$ cat src/rtl/risc_pkg.sv
// risc_pkg: opcode and phase encodings shared by the VeriRISC sequencer files.
package risc_pkg;
  localparam logic [2:0] HLT = 3'd0;
  localparam logic [2:0] SKZ = 3'd1;
  localparam logic [2:0] ADD = 3'd2;
  localparam logic [2:0] AND = 3'd3;
  localparam logic [2:0] XOR = 3'd4;
  localparam logic [2:0] LDA = 3'd5;
  localparam logic [2:0] STO = 3'd6;
  localparam logic [2:0] JMP = 3'd7;
  localparam logic [2:0] INST_ADDR  = 3'd0;
  localparam logic [2:0] INST_FETCH = 3'd1;
  localparam logic [2:0] INST_LOAD  = 3'd2;
  localparam logic [2:0] IDLE       = 3'd3;
  localparam logic [2:0] OP_ADDR    = 3'd4;
  localparam logic [2:0] OP_FETCH   = 3'd5;
  localparam logic [2:0] ALU_OP     = 3'd6;
  localparam logic [2:0] STORE      = 3'd7;
  function automatic logic is_aluop(input logic [2:0] op);
    return op == ADD || op == AND || op == XOR || op == LDA;
  endfunction
endpackage

$ cat src/rtl/risc_phase_counter.sv
// risc_phase_counter: 3-bit wrapping phase counter with enable and freeze.
module risc_phase_counter (
  input  logic       clk,
  input  logic       rst,
  input  logic       i_en,
  input  logic       i_freeze,
  output logic [2:0] o_phase
);
  logic [2:0] r_phase;
  always_ff @(posedge clk or negedge rst) begin
    if (!rst) r_phase <= 3'd0;
    else if (i_en && !i_freeze) r_phase <= r_phase + 3'd1;
  end
  assign o_phase = r_phase;
endmodule

$ cat src/rtl/risc_sequencer.sv
// risc_sequencer: VeriRISC phase controller decoding opcode into per-phase strobes.
module risc_sequencer
  import risc_pkg::*;
#(
  parameter int OPC_WIDTH   = 3,
  parameter bit HALT_STICKY = 1'b1
) (
  input  logic                 clk,
  input  logic                 rst,
  input  logic                 enable,
  input  logic [OPC_WIDTH-1:0] opcode,
  input  logic                 zero,
  output logic [2:0]           phase,
  output logic                 sel,
  output logic                 rd,
  output logic                 ld_ir,
  output logic                 halt,
  output logic                 inc_pc,
  output logic                 ld_ac,
  output logic                 ld_pc,
  output logic                 wr,
  output logic                 data_e
);
  logic r_halted;
  logic w_alu, w_run;
  risc_phase_counter u_cnt (
    .clk      (clk),
    .rst      (rst),
    .i_en     (enable),
    .i_freeze (r_halted),
    .o_phase  (phase)
  );
  // The edge leaving OP_ADDR on HLT moves phase to 5 and then freezes it there.
  always_ff @(posedge clk or negedge rst) begin
    if (!rst) r_halted <= 1'b0;
    else if (HALT_STICKY && enable && phase == OP_ADDR && opcode == HLT) r_halted <= 1'b1;
  end
  assign w_alu  = is_aluop(opcode);
  assign w_run  = !r_halted;
  assign sel    = phase <= IDLE;
  assign rd     = w_run && ((phase >= INST_FETCH && phase <= IDLE) || (phase >= OP_FETCH && w_alu));
  assign ld_ir  = w_run && (phase == INST_LOAD || phase == IDLE);
  assign halt   = r_halted || (phase == OP_ADDR && opcode == HLT);
  assign inc_pc = w_run && (phase == OP_ADDR || (phase == ALU_OP && opcode == SKZ && zero));
  assign ld_ac  = w_run && phase == STORE && w_alu;
  assign ld_pc  = w_run && phase >= ALU_OP && opcode == JMP;
  assign wr     = w_run && phase == STORE && opcode == STO;
  assign data_e = w_run && phase >= ALU_OP && opcode == STO;
endmodule

$ cat config.mk
export PLATFORM = sky130hd
export DESIGN_NAME = risc_sequencer
export DESIGN_NICKNAME = d
export VERILOG_FILES = /design/src/rtl/risc_pkg.sv /design/src/rtl/risc_phase_counter.sv /design/src/rtl/risc_sequencer.sv
export SDC_FILE = /design/constraint.sdc
export NUM_CORES = 1
export LEC_CHECK = 0
export ABC_AREA = 0
export CELL_PAD_IN_SITES_DETAIL_PLACEMENT = 0
export CELL_PAD_IN_SITES_GLOBAL_PLACEMENT = 1
export CORE_AREA = 2 2 39 41
export DETAILED_ROUTE_END_ITERATION = 6
export DIE_AREA = 0 0 41 43
export PLACE_DENSITY = 0.73
export SYNTH_ARGS = -nofsm -noshare
export SYNTH_HDL_FRONTEND = slang
export SYNTH_HIERARCHICAL = 1
export SYNTH_SLANG_ARGS = --single-unit
$ cat constraint.sdc
create_clock -name clk -period 2.2 [get_ports clk]
set_clock_uncertainty 0.05 [all_clocks]
set_input_delay 0.66 -clock clk [delete_from_list [all_inputs] [get_ports clk]]
set_output_delay 0.66 -clock clk [all_outputs]
set_load 0.01 [all_outputs]
# ---- After elaboration in Yosys (flattened, before gate mapping)
# Cells that the tools add are included.
dict set report word_totals {
  out_inout_bits 12
  ff_bits 4
  input_bits 7
  word_cells 45
}
dict set report op_classes {
  n_addsub 1
  magnitude_cmp 4
  reduce_logical 26
  eq_ne 12
}
# cell count
set ops {}
lappend ops {{equality test 3 bit, second input constant} 7}
lappend ops {{logical AND 1 bit} 17}
lappend ops {{equality test 3 x 2 -> 1 bit, second input constant} 4}
lappend ops {{logical OR 1 bit} 7}
lappend ops {{>= comparator 3 bit, second input constant} 2}
lappend ops {{adder 3 x 1 -> 3 bit, second input constant} 1}
lappend ops {{equality test 3 x 1 -> 1 bit, second input constant} 1}
lappend ops {{>= comparator 3 x 1 -> 1 bit, second input constant} 1}
lappend ops {{less-or-equal comparator 3 x 2 -> 1 bit, second input constant} 1}
lappend ops {{logical NOT 3 bit} 1}
lappend ops {{logical NOT 1 bit} 1}

# ---- Depth between registers and ports, before layout
dict set report depth {
  depth_word 7
  depth_mapped 3
  ltp_nobuf 3
}

# ---- By module
# The synthesis kept the hierarchy.
# module seq_area_each_um2 n_inst area_per_inst_um2 cells_per_inst
set modules_own_cells {}
lappend modules_own_cells {risc_sequencer 25.0 1 160.2 19}
lappend modules_own_cells {risc_phase_counter 75.1 1 141.4 9}

# ---- Worst setup path after synthesis
# OpenSTA, ideal clock, no wires.
dict set report synth_path {
  kind {input-to-output}
  startpoint {input port opcode[2]}
  endpoint {output port inc_pc}
  stages 2
  required_ps 1490
  t_arrival_ps 1313
  path_slack_ps 177
  n_path_buf 0
  path_cell_list {nand4bb_1 > a2111oi_2}
}
dict set report synth_between {
  elab_chain_cells 5
}
# item line_no
set synth_rtl {}
lappend synth_rtl {{start: declaration} risc_sequencer.sv:11} ;# input logic [OPC_WIDTH-1:0] opcode,
lappend synth_rtl {{equality test 3 x 1 -> 1 bit} risc_sequencer.sv:44} ;# assign inc_pc = w_run && (phase == OP_ADDR || (phase == ALU_OP && opcode == SKZ && zero));
lappend synth_rtl {{logical AND 1 bit (2 in series)} risc_sequencer.sv:44}
lappend synth_rtl {{logical OR 1 bit} risc_sequencer.sv:44}
lappend synth_rtl {{logical AND 1 bit} risc_sequencer.sv:44}
lappend synth_rtl {{end: declaration} risc_sequencer.sv:18} ;# output logic inc_pc,
# Every way passes these cells.

# ---- Worst setup path after layout
# Ends and elaborated chain as after synthesis.

==> out/qor.txt <==
peak supply drop: 0.643 mV
cell area after synthesis: 302 sq um
via count: 325
remaining global-route overflow: 0
clock-pin slew on the worst setup and hold paths: 0.04 ns
largest net degree at the start of global routing: 7
instance count on the critical path: 4
first-pass GRT wire length: 1390 um
Num CTS Buffers: 3
Port Buffers: 18
post-synthesis average cell area: 10.8 sq um
Pins Over Slew Limit: 0
post-DP HPWL: 599 um
Chip Width: 41 um
Crit-path slowest cell: a2111oi_4
ANT cells: 0
H-Tree Depth: 1
Final nets: 67
DP Area: 554 sq um
Max Used Layer: met4
endpoints failing hold: 0
Critical Path RT: 1.49 ns
routed wl met3: 93 um
initial DRC count: 3
Die Area: 1760 sq um
met2 WL: 386 um
GRT Util Overall: 12.2%
First-pass DRT Iterations: 2
Psw: 0.000294 W
number of global-route vias before repair: 317
TritonCTS clock tree: done
commonest non-fill, non-tap cells in the layout: clkdlybuf4s50_1, buf_2, buf_4
Syn Nets: 36
Mapped Cells: 28
number of I/O pins: 19
Comb power frac: 64.5%
starting density of the core: 21.8%
Worst Path Max Fanout: 2
CP Launch Type: primary input
leakage: 0.282 nW
Setup Crit Path Kind: primary input to primary output
critical path's top delay family: compound AO/OA/AOI/OAI gates
run status: completed
cells on worst reg2reg path: 3
row count: 14
WP buf/inv: 2
Via density: 4.45
DRC viols: 0
initial antenna violation count: 0
cts hold-fix bufs: 0
flops & latches, synth: 4
worst slew pin tran: 0.219 ns
drt total wl: 827 um
Peak Freq: 455 MHz
RePlAce Congestion: 0.710
Sequential Power Share: 22.5%
Place WS: -0.802 ns
Tcrit/Tclk final: 100%
crit-path cells: buf_8, nand4bb_4, a2111oi_4, buf_2
worst path arrival time: 1.49 ns
Area growth syn-to-layout: 99.6%
Final setup viols: 0
die height: 43 um
CTS root buf: clkbuf_4
Final Cell Area: 602 sq um
WL/cell: 11.3 um
met1 WL: 327 um
Pwr Density: 1250 nW/um^2
RSZ-0062 raised after global routing: yes
Crit. End Element: primary output
slowest cell delay on critical path: 0.33 ns
# clock sinks: 4
Bufs on Longest Clock Path: 2
ANT nets after route: 0
internal power: 0.000457 W
Max-Cap Viols: 0
share of cells above drive strength 1: 49.1%
core area: 1380 sq um
post-synth cell types: 19
Clock Latency Late Sink: 0.25 ns
Slew HR: 85.4%
TNS Setup: 0 ns
fin crit period: 2.20 ns
Clk pwr share: 13.0%
Switching Share: 39.2%
HP Class: primary input to async pin
sequential share of the synthesized area: 33.2%
crit path setup slack, layout: 0.000910 ns
Reg2Reg Setup Slack: 0.89 ns
Yosys Warn Count: 6
[repair_timing]
item	CTS	global route
pin swaps	4	3
gates resized for setup	42	6
setup buffers	0	1
gates cloned	0	0
endpoints found under the setup margin	8	1
[through the flow]
| step | std cells | utilization [%] | power [W] | hold WS (ns) |
|---|---|---|---|---|
| 2_1_floorplan | 28 | - | 0.000380 | 0.314 |
| 3_3_place_gp | 69 | 40.1 | 0.000652 | 0.602 |
| 3_5_place_dp | 69 | 40.1 | 0.000652 | 0.607 |
| 4_1_cts | 72 | 40.4 | 0.000740 | 0.554 |
| 5_1_grt | 73 | 43.5 | 0.000815 | 0.580 |
| 6_report | 73 | 43.5 | 0.000751 | 0.558 |
[sequential cells by signal, summed over array words and instances (netlist names)]
name           cells
r_halted           1
u_cnt/o_phase      3
[logic make-up after synthesis]
group	share of synthesized area, %
and+or+nand+nor	32.8
AOI/OAI and AO/OA	13.7
DFF	33.2
xor gates and xnor gates	8.72
buffers and inverters	2.49
muxes	4.98
adders and majority gates	4.15
[synthesized netlist by cell type]
cell	number	area share, %
xor2_1	1	2.9
nor2b_4	1	4.6
nor3b_1	2	5.0
dfrtp_1	4	33
a2111oi_2	1	5.0
nand4bb_1	1	3.7
and2b_1	1	2.5
nor4b_2	1	5.0
nand3b_1	2	5.0
a31o_2	1	2.9
inv_1	2	2.5
nand2_1	1	1.2
xnor2_1	2	5.8
ha_1	1	4.1
a41o_1	1	3.3
nor3_1	2	3.3
a211oi_1	1	2.5
mux2_4	1	5.0
nor2_1	2	2.5
[final timing paths]
| kind | startpoint | endpoint |
|---|---|---|
| min in group clk | u_cnt/o_phase[2] | u_cnt/o_phase[2] |
| min reg2reg | u_cnt/o_phase[2] | u_cnt/o_phase[2] |
| min | rst | r_halted |
| max reg2reg | u_cnt/o_phase[0] | u_cnt/o_phase[1] |
| max | opcode[2] | inc_pc |
| max in group asynchronous | rst | u_cnt/o_phase[0] |
[worst reg2reg max path: cells and delay by family, from the launching register on]
family | cells | cell delay (ns)
fa+ha+maj | 1 | 0.28
buf+inv | 1 | 0.18
flops | 1 | 0.44
mux | 1 | 0.25
[power by group through the flow]
| stage | registers (W) | clock network, W | logic, W |
|---|---|---|---|
| floorplan | 0.000193 | 0 | 0.000188 |
| global placement | 0.000160 | 0 | 0.000492 |
| detailed placement | 0.000159 | 0 | 0.000492 |
| CTS | 0.000161 | 0.000103 | 0.000476 |
| global route | 0.000179 | 0.000107 | 0.000529 |
| finish | 0.000169 | 0.0000977 | 0.000485 |
[area by class of cell]
type / instances / area (sq um)
clock buffer: 3 / 22.5
fill: 142 / 782
inverter: 2 / 7.51
multi-input combinational: 22 / 235
sequential: 4 / 100
tap: 16 / 20.0
timing repair buffer: 26 / 216
[metal layers]
| metal | vias to the layer above | GRT usage [%] |
|---|---|---|
| met5 | - | 0 |
| met4 | 0 | 8.00 |
| met3 | 2 | 5.76 |
| met1 | 145 | 15.0 |
| li1 | 163 | - |
| met2 | 15 | 16.3 |
Power figures use the tool's default switching activity.
